<file path="config.mk">
export PLATFORM = sky130hd
export DESIGN_NAME = mult_div_unit
export DESIGN_NICKNAME = d
export VERILOG_FILES = /design/src/rtl/mips_pkg.sv /design/src/rtl/md_div_step.sv /design/src/rtl/mult_div_unit.sv
export SDC_FILE = /design/constraint.sdc
export NUM_CORES = 1
export LEC_CHECK = 0
export CAP_MARGIN = 20
export CORE_MARGIN = 10
export CORE_UTILIZATION = 50
export CTS_CLUSTER_DIAMETER = 200
export CTS_CLUSTER_SIZE = 8
export DETAILED_ROUTE_END_ITERATION = 10
export GPL_TIMING_DRIVEN = 1
export PLACE_DENSITY = 0.84
export SLEW_MARGIN = 20
export SYNTH_ARGS = -nofsm -noshare
export SYNTH_HDL_FRONTEND = slang
export SYNTH_SLANG_ARGS = --single-unit
</file>
<file path="constraint.sdc">
create_clock -name clk -period 3.3 [get_ports clk]
set_input_delay 0.495 -clock clk [delete_from_list [all_inputs] [get_ports clk]]
set_output_delay 0.495 -clock clk [all_outputs]
set_load 0.02 [all_outputs]
</file>
<file path="src/rtl/mips_pkg.sv">
// Shared MIPS definitions: multiply/divide op encodings and FSM states.
package mips_pkg;

  typedef enum logic [2:0] {
    MD_MULT  = 3'b000,
    MD_MULTU = 3'b001,
    MD_DIV   = 3'b010,
    MD_DIVU  = 3'b011,
    MD_MTHI  = 3'b100,
    MD_MTLO  = 3'b101,
    MD_NOP0  = 3'b110,
    MD_NOP1  = 3'b111
  } md_op_t;

  typedef enum logic [1:0] {
    IDLE,
    MUL,
    DIV,
    FIX
  } md_state_t;

endpackage

</file>
<file path="src/rtl/md_div_step.sv">
// One restoring-division step on unsigned magnitudes.
// The next dividend bit is taken from the top of quot_in, and the new
// quotient bit is shifted in at the bottom.
module md_div_step #(
  parameter int WIDTH = 32
) (
  input  logic [WIDTH-1:0] rem_in,
  input  logic [WIDTH-1:0] quot_in,
  input  logic [WIDTH-1:0] divisor,
  output logic [WIDTH-1:0] rem_out,
  output logic [WIDTH-1:0] quot_out
);

  logic [WIDTH:0]   shifted;
  logic [WIDTH-1:0] diff;

  // Trial-subtract the divisor from the shifted remainder and keep the result only when it does not go negative.
  // The difference fits in WIDTH bits whenever it is kept, because the remainder is then smaller than the divisor.
  always_comb begin
    shifted = {rem_in, quot_in[WIDTH-1]};
    diff    = shifted[WIDTH-1:0] - divisor;
    if (shifted >= {1'b0, divisor}) begin
      rem_out  = diff;
      quot_out = {quot_in[WIDTH-2:0], 1'b1};
    end else begin
      rem_out  = shifted[WIDTH-1:0];
      quot_out = {quot_in[WIDTH-2:0], 1'b0};
    end
  end

endmodule

</file>
<file path="src/rtl/mult_div_unit.sv">
// Iterative MIPS multiply/divide unit that owns the architectural HI/LO registers.
// Signed ops work on magnitudes and fix the signs in a final cycle.
// The same 2*WIDTH accumulator serves as the product for multiply and as {remainder, quotient} for divide.
module mult_div_unit
  import mips_pkg::*;
#(
  parameter int WIDTH = 32
) (
  input  logic             clk,
  input  logic             rst,
  input  logic             start,
  input  logic [2:0]       op,
  input  logic [WIDTH-1:0] rs_val,
  input  logic [WIDTH-1:0] rt_val,
  output logic             busy,
  output logic             done,
  output logic [WIDTH-1:0] hi,
  output logic [WIDTH-1:0] lo
);

  localparam logic [WIDTH-1:0] CNT_LAST = WIDTH'(WIDTH - 1);

  md_state_t          state, state_nxt;
  md_op_t             op_sel;
  logic               accept, is_signed, is_div, a_neg, b_neg;
  logic [WIDTH-1:0]   a_mag, b_mag_in, b_mag, cnt;
  logic [2*WIDTH-1:0] acc, prod_fix;
  logic [WIDTH:0]     mul_sum;
  logic [WIDTH-1:0]   rem_step, quot_step, quot_fix, rem_fix;
  logic               neg_main, neg_rem, op_div;

  assign op_sel = md_op_t'(op);
  assign accept = start && (state == IDLE);

  // Decode the request and reduce signed operands to unsigned magnitudes (the most-negative value maps to 2^(W-1)).
  always_comb begin
    is_signed = (op_sel == MD_MULT) || (op_sel == MD_DIV);
    is_div    = (op_sel == MD_DIV) || (op_sel == MD_DIVU);
    a_neg     = is_signed && rs_val[WIDTH-1];
    b_neg     = is_signed && rt_val[WIDTH-1];
    a_mag     = a_neg ? -rs_val : rs_val;
    b_mag_in  = b_neg ? -rt_val : rt_val;
  end

  // State register.
  always_ff @(posedge clk or negedge rst) begin
    if (!rst) state <= IDLE;
    else      state <= state_nxt;
  end

  // Next-state logic: iterate WIDTH cycles, then spend one cycle on sign fix-up.
  always_comb begin
    state_nxt = state;
    case (state)
      IDLE: begin
        if (accept && (op_sel == MD_MULT || op_sel == MD_MULTU)) state_nxt = MUL;
        else if (accept && is_div)                               state_nxt = DIV;
      end
      MUL, DIV: if (cnt == CNT_LAST) state_nxt = FIX;
      FIX:      state_nxt = IDLE;
      default:  state_nxt = IDLE;
    endcase
  end

  // Output logic: busy covers the iteration cycles and the fix-up cycle.
  always_comb begin
    busy = (state != IDLE);
  end

  // Shift-add step: conditionally add the multiplicand into the upper half, then shift right with the carry.
  always_comb begin
    mul_sum = {1'b0, acc[2*WIDTH-1:WIDTH]} + (acc[0] ? {1'b0, b_mag} : {(WIDTH+1){1'b0}});
  end

  md_div_step #(.WIDTH(WIDTH)) u_div_step (
    .rem_in   (acc[2*WIDTH-1:WIDTH]),
    .quot_in  (acc[WIDTH-1:0]),
    .divisor  (b_mag),
    .rem_out  (rem_step),
    .quot_out (quot_step)
  );

  // Apply the latched result signs to the finished magnitudes.
  always_comb begin
    prod_fix = neg_main ? -acc : acc;
    quot_fix = neg_main ? -acc[WIDTH-1:0] : acc[WIDTH-1:0];
    rem_fix  = neg_rem  ? -acc[2*WIDTH-1:WIDTH] : acc[2*WIDTH-1:WIDTH];
  end

  // Datapath: latch operands on accept, iterate, and commit HI/LO only at the end of the fix-up cycle.
  // A zero divisor leaves the quotient as all ones and the remainder as |rs|, so the quotient sign flip is suppressed
  // and the dividend-sign flip on the remainder restores rs itself.
  always_ff @(posedge clk or negedge rst) begin
    if (!rst) begin
      acc      <= '0;
      b_mag    <= '0;
      cnt      <= '0;
      neg_main <= 1'b0;
      neg_rem  <= 1'b0;
      op_div   <= 1'b0;
      hi       <= '0;
      lo       <= '0;
      done     <= 1'b0;
    end else begin
      done <= 1'b0;
      case (state)
        IDLE: begin
          if (start) begin
            case (op_sel)
              MD_MTHI: hi <= rs_val;
              MD_MTLO: lo <= rs_val;
              MD_MULT, MD_MULTU, MD_DIV, MD_DIVU: begin
                acc      <= {{WIDTH{1'b0}}, a_mag};
                b_mag    <= b_mag_in;
                cnt      <= '0;
                op_div   <= is_div;
                neg_main <= (a_neg ^ b_neg) && !(is_div && (rt_val == '0));
                neg_rem  <= is_div && a_neg;
              end
              default: ;
            endcase
          end
        end
        MUL: begin
          acc <= {mul_sum, acc[WIDTH-1:1]};
          if (cnt != CNT_LAST) cnt <= cnt + 1'b1;
        end
        DIV: begin
          acc <= {rem_step, quot_step};
          if (cnt != CNT_LAST) cnt <= cnt + 1'b1;
        end
        FIX: begin
          done <= 1'b1;
          if (op_div) begin
            hi <= rem_fix;
            lo <= quot_fix;
          end else begin
            {hi, lo} <= prod_fix;
          end
        end
        default: ;
      endcase
    end
  end

endmodule

</file>
== Yosys cells after proc, flatten, opt, wreduce, memory -nomap -nowiden ==
Cells that the tools add are included.

* Reductions and logical operators: 27
* Bitwise operators: 1
* Magnitude comparators: 1
* Muxes and demuxes: 28
* Add/subtract/negate cells: 8
* Equality and inequality tests: 17

{| class="wikitable"
|+ Operator list
! operator !! number
|-
| $mux W32 || 15
|-
| $mux W64 || 3
|-
| $pmux W32 S2 || 3
|-
| $pmux W64 S3 || 1
|-
| $neg A32 Y32 || 4
|-
| $neg A64 Y64 || 1
|-
| $add A32 B32 Y33 || 1
|-
| $ge A33 B32 Y1 || 1
|-
| $add A32 B1 Y32 const B || 1
|-
| $eq A32 B5 Y1 const B || 1
|-
| $logic_not A32 Y1 || 1
|-
| $ne A32 B5 Y1 const B || 1
|-
| $sub A32 B32 Y32 || 1
|-
| $reduce_and A3 Y1 || 4
|-
| $ne A2 B1 Y1 const B || 5
|-
| $logic_and A1 B1 Y1 || 8
|-
| $eq A3 B2 Y1 const B || 2
|-
| $eq A3 B3 Y1 const B || 2
|-
| $mux W2 || 3
|-
| $pmux W2 S3 || 1
|-
| $reduce_bool A2 Y1 || 3
|-
| $eq A2 B2 Y1 const B || 2
|-
| $reduce_and A4 Y1 || 1
|-
| $reduce_or A4 Y1 || 1
|-
| other kinds (13) || 16
|}

* Flip-flop bits (word level): 198
* Logic and storage cells: 92
* Output and inout port bits: 66

== Longest topological paths before layout ==
Gate-level depths: netlist of run 1.

* Word-level depth: 7
* Depth in mapped cells: 14
* Mapped depth without buffers: 13

== Modules after synthesis ==
A second synthesis of run 1 with hierarchy kept.

* Cell total of the unflattened synthesis: 2012
* Area total of the unflattened synthesis: 16328.2 um^2

{| class="wikitable"
|+ Modules (own cells, without submodules)
! module !! cells each !! area an instance (um^2) !! times used
|-
| mult_div_unit || 1658 || 13764.5 || 1
|-
| md_div_step || 354 || 2563.7 || 1
|}

== Worst setup path after synthesis of run 1 ==
Ideal clock, no wire load.

* Kind: register to register
* Start: register acc[0]
* End: register hi[14]
* Cell stages (with the launch flop): 14
* Path buffers: 2
* Data arrival time: 3.420 ns
* Required time: 3.175 ns
* Slack: -0.245 ns
* Period minus slack after synthesis: 3.545 ns
* Cells stage by stage: dfrtp_1 inv_1 clkbuf_1 ha_1 nor4b_1 nand3_1 or4_4 or3b_4 o21a_1 buf_6 o31ai_4 xor2_1 a21oi_1 mux2_4

* Longest elaborated chain between the ends: 4

{| class="wikitable"
|+ RTL lines
! what !! RTL line !! text
|-
| start: declaration || mult_div_unit.sv:27 || <nowiki>logic [2*WIDTH-1:0] acc, prod_fix;</nowiki>
|-
| start signal: assignment || mult_div_unit.sv:113 || <nowiki>acc <= {{WIDTH{1'b0}}, a_mag};</nowiki>
|-
| start signal: assignment || mult_div_unit.sv:125 || <nowiki>acc <= {mul_sum, acc[WIDTH-1:1]};</nowiki>
|-
| start signal: assignment || mult_div_unit.sv:129 || <nowiki>acc <= {rem_step, quot_step};</nowiki>
|-
| $neg A64 Y64 || mult_div_unit.sv:85 || <nowiki>prod_fix = neg_main ? -acc : acc;</nowiki>
|-
| $mux W64 || mult_div_unit.sv:85 ||
|-
| $mux W32 || mult_div_unit.sv:134 || <nowiki>if (op_div) begin</nowiki>
|-
| $pmux W32 S2 || mult_div_unit.sv:106 || <nowiki>case (state)</nowiki>
|-
| end signal: assignment || mult_div_unit.sv:110 || <nowiki>MD_MTHI: hi <= rs_val;</nowiki>
|-
| end signal: assignment || mult_div_unit.sv:135 || <nowiki>hi <= rem_fix;</nowiki>
|-
| end signal: assignment || mult_div_unit.sv:138 || <nowiki>{hi, lo} <= prod_fix;</nowiki>
|-
| end: declaration || mult_div_unit.sv:17 || <nowiki>output logic [WIDTH-1:0] hi,</nowiki>
|}

No other way between the ends.
A chain may end at the register's enable or synchronous reset.

== Final worst setup path of run 1 ==
* Start: register acc[12]
* End: register hi[14]

Same word-level chain as after synthesis.

==> metrics.md, run 1 <==
| Metric | Value |
|---|---|
| Io pins | approximately 140 |
| Hpwl dp | 41,500 µm |
| FP Rows | between 60 and 70 |
| Status | complete, no violations |
| Reg-to-Reg End | hi[14] |
| Flop2flop setup slack | between 0.07 and 0.08 ns |
| Slew Viols, Final | 0 |
| Clock-pin slew on the worst setup and hold paths | about 0.080 ns |
| CTS H-tree depth | 4 |
| Clock Tree Root | clkbuf_16 |
| Post-CTS Hold Buffers | 0 |
| Hold Slack | about 0.052 ns |
| Syn Std Cell Area | ~16,000 µm² |
| Die height | ~200 µm |
| R2r worst-path depth | 9 |
| Tmin final | 3.23 ns |
| Largest net degree at the start of global routing | 72 |
| Final hold violation count | 0 |
| Area Overhead vs Synth | 22.9% |
| Peak supply drop | approximately 0.0005 V |
| CP Capture Point | hi[14] |
| Top cells by area, synth | dfrtp_1, o21ai_0, ha_1 |
| Seq/Total Area, Yosys | 0.316 |
| Setup crit start | acc[12] |
| Synthesized flop and latch total | 198 |
| CP endpoint kind | flip-flop |
| RSZ-0062 raised after global routing | true |
| Vias in the first global route | approximately 16,000 |
| Worst Hold Class | input port to async pin |
| Final setup viols | 0 |
| Worst path required time | 3.64 ns |
| Skew final | between 0.01 and 0.015 ns |
| CP max FO | 3 |
| Mapped Avg Cell Area | a little over 8 µm² |
| Drt pass-1 iters | 6 |
| Power Dens Cells | approximately 1000 nW/µm² |
| Actual slew at the worst max-slew pin | between 1 and 1.5 ns |
| Startpoint types | flip-flop |
| IO buf count | between 100 and 150 |
| Yosys top cell by area | dfrtp_1 |
| Iteration-0 DRC Markers | around 1,800 |
| Total GRT Usage | 0.271 |
| Synth top area share | 0.316 |
| Critical path class | flip-flop to flip-flop |
| Static Leakage | roughly 8.6 nW |
| Global-route wire length before repair | about 85,000 µm |
| Post-synth ARST share | 1.00 |
| Layout cells sized above 1 | 0.120 |
| Die ar. | approximately 39,000 µm² |
| Synth cell count leaders | nand2_1, dfrtp_1, o21ai_0 |
| Total grt overflow | 0 |
| Via density | approximately 6.3 |
| DRC errors left | 0 |
| Core Area | between 30,000 and 40,000 µm² |
| Achievable Freq | 310 MHz |
| Synth warn | 0 |
| Final ANT Viol Nets | 0 |
| Num CTS Buffers | 17 |
| Routed wire length per instance | 20.9 µm |
| Top-count cell post-synth | nand2_1 |
| Total number of vias | 16,100 |
| Initial core utilization | 0.510 |
| Clock buffer depth | 2 |
| EDFF count, synth | 0 |
| Post-DP Area | between 15,000 and 20,000 µm² |
| Max_cap viols | 0 |
| Unique masters post-synth | 70 |
| Die width | a little under 200 µm |
| Synthesized net count | around 2,100 |
| Routed WL | ~54,000 µm |
| Synth Flop Type | dfrtp_1 |
| GPL Wtd Cong | 1.02 |
| CTS sink count | about 200 |
| Initial antenna violation count | 0 |
| Cell area after layout | around 19,000 µm² |
| Antenna cells | 0 |
| CP Data Arrival Time | approximately 3.6 ns |
| CTS tree | yes |
| Layout net count | roughly 2,300 |
| Worst-skew pair later-pin latency | between 0.4 and 0.5 ns |
| Max-slew headroom | 0.288 |
| Syn Inst Count | slightly below 2,000 |
| Fin crit share | 0.977 |
| Crit Reg-Reg Startpoint | acc[12] |
==> final cells by class <==
| type | instances | area, µm² |
|---|---|---|
| clock buffer | 17 | 425 |
| clock inverter | 14 | 159 |
| fill | 2599 | 11500 |
| inverter | 76 | 285 |
| multi-input combinational | 1559 | 10200 |
| sequential | 198 | 4950 |
| tap | 396 | 495 |
| timing repair buffer | 313 | 2780 |
==> through the flow <==
stage	worst slack [ns]	instances	TNS, ns	utilization	power (W)
after detailed placement	-0.0275	2541	-0.0344	0.602	0.0169
after global placement	0.0295	2541	0	0.602	0.0166
after CTS	0.00606	2572	0	0.622	0.0191
after floorplan	-0.102	1942	-0.102	-	0.0123
after global routing	-0.0124	2573	-0.0140	0.626	0.0209
final	0.0750	2573	0	0.626	0.0196
==> worst max-delay path: stages (launching register included) <==
cell,delay [ns]
dfrtp_1,0.38
or4_4,0.54
or4_4,0.43
or4_4,0.43
or3b_4,0.44
o21a_4,0.23
o31ai_4,0.17
xor2_1,0.15
a21oi_1,0.08
mux2_4,0.27
==> sequential cells by signal, summed over array words and instances (netlist names) <==
name,count
acc,64
b_mag,32
cnt,32
done,1
hi,32
lo,32
neg_main,1
neg_rem,1
op_div,1
state,2
==> layer usage <==
| layer | global-route usage | up-vias | wire length (µm) |
|---|---|---|---|
| li1 | - | 7460 | - |
| met1 | 0.331 | 7652 | 21500 |
| met2 | 0.439 | 830 | 24600 |
| met3 | 0.0637 | 166 | 4830 |
| met4 | 0.142 | 0 | 2800 |
| met5 | 0 | - | 0 |
==> where the power goes <==
part | switching, W | total (W) | internal, W
logic | 0.00786 | 0.0132 | 0.00534
clock network | 0.00107 | 0.00215 | 0.00108
registers | 0.000833 | 0.00421 | 0.00338
==> cell usage in the layout (no fill, tap or decap), types with 8 or more instances in the layout <==
cell type,n
a211oi_1,31
a21o_1,53
a21oi_1,101
a221oi_1,32
a22o_1,9
a22oi_1,22
a31oi_1,16
and2_1,9
and3_1,11
buf_4,169
clkbuf_16,17
clkdlybuf4s50_1,134
dfrtp_1,198
ha_1,71
inv_1,76
mux2i_1,45
nand2_1,234
nand2b_1,16
nand3_1,24
nand4_1,18
nor2_1,183
nor2b_1,15
nor3_1,32
nor4_1,25
o211ai_1,13
o21a_1,17
o21ai_0,179
o21bai_1,8
o31ai_1,51
o41ai_1,12
or3_1,24
or4_1,9
xnor2_1,93
xor2_1,94
==> worst min path at each step <==
stage | slack (ns) | to | cells past startpoint | startpoint
3_3_place_gp | 0.46 | lo[11] | 1 | lo[11]
2_1_floorplan | 0.20 | acc[0] | 0 | rst
5_1_grt | 0.09 | cnt[12] | 1 | rst
3_5_place_dp | 0.47 | lo[28] | 1 | lo[28]
6_report | 0.05 | cnt[30] | 1 | rst
4_1_cts | 0.07 | cnt[31] | 1 | rst
==> cell families after synthesis <==
logic type	count (synthesis)	share of synthesized area
AOI/OAI and AO/OA	609	0.252
muxes	51	0.0333
adders and majority gates	75	0.0608
buffers and inverters	185	0.0465
and+or+nand+nor	637	0.187
xor gates and xnor gates	187	0.104
DFF	198	0.316
==> what timing repair did <==
action                     CTS  global route
pin swaps                    0            13
buffers inserted             0             1
gates resized for setup      3            33
setup endpoints to repair    3            32
Note: power is estimated with default switching activity, not from simulation.
==> run 2, diff against run 1 <==
--- a/config.mk
+++ b/config.mk
@@ -11,9 +11,9 @@
 export CTS_CLUSTER_DIAMETER = 200
 export CTS_CLUSTER_SIZE = 8
 export DETAILED_ROUTE_END_ITERATION = 10
-export GPL_TIMING_DRIVEN = 1
+export GPL_TIMING_DRIVEN = 0
 export PLACE_DENSITY = 0.84
-export SLEW_MARGIN = 20
+export SLEW_MARGIN = 15
 export SYNTH_ARGS = -nofsm -noshare
 export SYNTH_HDL_FRONTEND = slang
 export SYNTH_SLANG_ARGS = --single-unit
==> constraint.sdc (replaced) <==
create_clock -name clk -period 2.67 [get_ports clk]
set_input_delay 0.4005 -clock clk [delete_from_list [all_inputs] [get_ports clk]]
set_output_delay 0.4005 -clock clk [all_outputs]
set_load 0.02 [all_outputs]
==> run 2 against run 1 <==
  * The run now ends with negative setup slack left
  * Combinational power up 44%
  * Sequential share of layout area down 1.7 points
  * Die area unchanged
  * Design area up 8.2%
  * Global-route usage up 3.0 points
  * Final cell count up 1.7%
  * Via count up 5.1%
  * Worst hold slack better by 0.43 ns
  * Critical path type unchanged
  * Critical endpoint is now hi[2]
==> metrics.md, run 2 (synthesis gave the netlist of run 1 again) <==
| Metric | Value |
|---|---|
| RSZ-0062 raised after global routing | true (unchanged) |
| Layout cells sized above 1 | 0.196 (was 0.120) |
| CP Data Arrival Time | 3.88 ns (was 3.56 ns) |
| GPL Wtd Cong | 0.995 (was 1.02) |
| Slew Viols, Final | 0 (unchanged) |
| Clock-pin slew on the worst setup and hold paths | 0.08 ns (about the same) |
| Max reg flops | 64 (unchanged) |
| CP max FO | 5 (was 3) |
| Most frequent cells in the layout | nand2_1, nor2_1, dfrtp_1 (was nand2_1, dfrtp_1, nor2_1) |
| CTS tree | yes (unchanged) |
| Die height | 197 µm (unchanged) |
| Routed WL | 61,100 µm (was 53,700 µm) |
| CP Capture Point | hi[2] (was hi[14]) |
| Slowest stage cell, crit path | or4_4 (unchanged) |
| Crit Reg-Reg Startpoint | acc[14] (was acc[12]) |
| Clock buffer depth | 2 (unchanged) |
| Max-slew headroom | 0.226 (was 0.288) |
| CTS H-tree depth | 4 (unchanged) |
| Initial antenna violation count | 0 (unchanged) |
| CP Buf/Inv Count | 2 (was 0) |
| Actual slew at the worst max-slew pin | 1.15 ns (was 1.07 ns) |
| Fin crit share | 1.33 (was 0.977) |
| Die ar. | 38,800 µm² (unchanged) |
| Final worst slack | -0.878 ns (was 0.0750 ns) |
| Final Non-Filler Cells | 2,616 (was 2,573) |
| Most common cell after layout, fill and taps aside | nand2_1 (unchanged) |
| Core Area | 30,700 µm² (unchanged) |
| Skew final | 0.0151 ns (was 0.0120 ns) |
| Worst-skew pair later-pin latency | 0.47 ns (was 0.45 ns) |
| Status | finished with violations (was complete, no violations) |
| Final setup viols | 79 (was 0) |
| Total GRT Usage | 0.302 (was 0.271) |
| Initial core utilization | 0.510 (unchanged) |
| Total grt overflow | 0 (unchanged) |
| Peak supply drop | 0.000634 V (was 0.000502 V) |
| CTS sink count | 198 (unchanged) |
| Worst Hold Class | flip-flop to flip-flop (was input port to async pin) |
| Critical path class | flip-flop to flip-flop (unchanged) |
| Layout net count | 2,355 (was 2,310) |
| IO buf count | 135 (unchanged) |
| Area Overhead vs Synth | 32.9% (was 22.9%) |
| Crit. path cell count | 11 (was 9) |
| Critical-path cell list | or4_4 > or4_4 > or4_4 > or3b_4 > buf_4 > buf_6 > o21ai_4 > o21ai_2 > xor2_1 > mux2i_2 > a21oi_1 (was or4_4 > or4_4 > or4_4 > or3b_4 > o21a_4 > o31ai_4 > xor2_1 > a21oi_1 > mux2_4) |
| DRC errors left | 0 (unchanged) |
| Max_cap viols | 0 (unchanged) |
| CP delay by family, top | simple AND/OR/NAND/NOR gates (unchanged) |
| Power Dens Cells | 1300 nW/µm² (was 1020 nW/µm²) |
| Routed wire length per instance | 23.4 µm (was 20.9 µm) |
| Slowest stage delay, CP | 0.52 ns (was 0.54 ns) |
| Failing checks | negative setup slack |
| Num CTS Buffers | 17 (unchanged) |
| Flop2flop setup slack | -0.88 ns (was 0.07 ns) |
| Util after Layout | 0.678 (was 0.626) |
| Io pins | 136 (unchanged) |
| Total number of vias | 16,900 (was 16,100) |
| Tmin final | 3.55 ns (was 3.23 ns) |
| Cell area after layout | 20,800 µm² (was 19,300 µm²) |
| Post-DP Area | 17,800 µm² (was 18,500 µm²) |
| Final ANT Viol Nets | 0 (unchanged) |
| Startpoint types | flip-flop (unchanged) |
| Static Leakage | 8.78 nW (was 8.60 nW) |
| Vias in the first global route | 16,400 (was 15,700) |
| Hpwl dp | 44,100 µm (was 41,500 µm) |
| Antenna cells | 0 (unchanged) |
| Most flop-heavy register | acc (unchanged) |
| Via density | 6.47 (was 6.26) |
| Global-route wire length before repair | 92,400 µm (was 84,800 µm) |
| Iteration-0 DRC Markers | 2,028 (was 1,768) |
| Reg-to-Reg End | hi[2] (was hi[14]) |
| CP endpoint kind | flip-flop (unchanged) |
| Achievable Freq | 282 MHz (was 310 MHz) |
| Hold Slack | 0.480 ns (was 0.0523 ns) |
| Largest net degree at the start of global routing | 105 (was 72) |
| Setup crit start | acc[14] (was acc[12]) |
| FP Rows | 64 (unchanged) |
| R2r worst-path depth | 11 (was 9) |
| Final hold violation count | 0 (unchanged) |
| Clock Tree Root | clkbuf_16 (unchanged) |
| Drt pass-1 iters | 6 (unchanged) |
| # fillers | 2,484 (was 2,599) |
| CP dominant cell by count | or4_4 (unchanged) |
| Worst path required time | 3.00 ns (was 3.64 ns) |
| Cells after DPL | 2,474 (was 2,541) |
| Die width | 197 µm (unchanged) |
[run 2: cell count changes in the layout (fill, tap and decap cells not counted), sizes merged]
cell / delta
clkinv: +2
clkinvlp: -1
clkbuf: +89
buf: -40
dlygate4sd3: +1
dlygate4sd2: +4
clkdlybuf4s50: -4
inv: -8
[run 2: power breakdown]
part	total, W	switching, W	internal [W]
combinational	0.0190	0.0113	0.00771
clock	0.00257	0.00122	0.00135
sequential	0.00552	0.00131	0.00421
total	0.0271	0.0138	0.0133
[run 2: repair_timing]
action                                  in CTS  in global routing
resized for setup                          251                141
buffers inserted                            91                 37
hold endpoints to repair                    35                  0
cloned                                       3                  0
pin swaps                                   90                101
endpoints found under the setup margin     133                126
hold buffers                                 1                  0
[run 2: final cells by class]
cell class | count | area [µm²] | share of cell area
Inverter | 76 | 290 | 0.0139
Buffer | 98 | 522 | 0.0250
Tap cell | 396 | 495 | 0.0238
Sequential cell | 198 | 5000 | 0.240
Multi-Input combinational cell | 1559 | 11500 | 0.553
Clock buffer | 22 | 474 | 0.0228
Timing Repair Buffer | 260 | 2460 | 0.118
Clock inverter | 7 | 75.1 | 0.00360
[run 2: worst reg2reg max path, delay by kind of cell (launching register included)]
family / cells / cell delay (ns)
xor gates and xnor gates: 1 / 0.17
muxes: 1 / 0.25
and+or+nand+nor: 4 / 1.84
DFF: 1 / 0.42
AOI/OAI and AO/OA: 3 / 0.47
buffers and inverters: 2 / 0.27
[run 2: layer usage]
layer | track usage | vias to the layer above | wire, µm
li1 | - | 7565 | -
met1 | 0.370 | 8092 | 23800
met2 | 0.484 | 1046 | 27800
met3 | 0.0601 | 224 | 5630
met4 | 0.181 | 0 | 3810
met5 | 0 | - | 0
[run 2: how the worst min path moves through the flow]
stage,from,endpoint,slack [ns],cells past startpoint
final,lo[11],lo[11],0.48,1
after global routing,lo[11],lo[11],0.50,1
after CTS,lo[11],lo[11],0.48,1
after detailed placement,rst,acc[12],0.46,1
after global placement,lo[4],lo[4],0.46,1
after floorplan,rst,acc[0],0.10,0
[run 2: per-stage QoR]
step                setup WS [ns]  setup TNS [ns]  total power [W]
global route               -0.882          -42.09           0.0286
detailed placement          -1.45          -83.13           0.0206
CTS                        -0.937          -27.41           0.0252
finish                     -0.878          -35.88           0.0271
global placement            -7.87        -1485.02           0.0203
floorplan                  -0.732           -8.84           0.0155
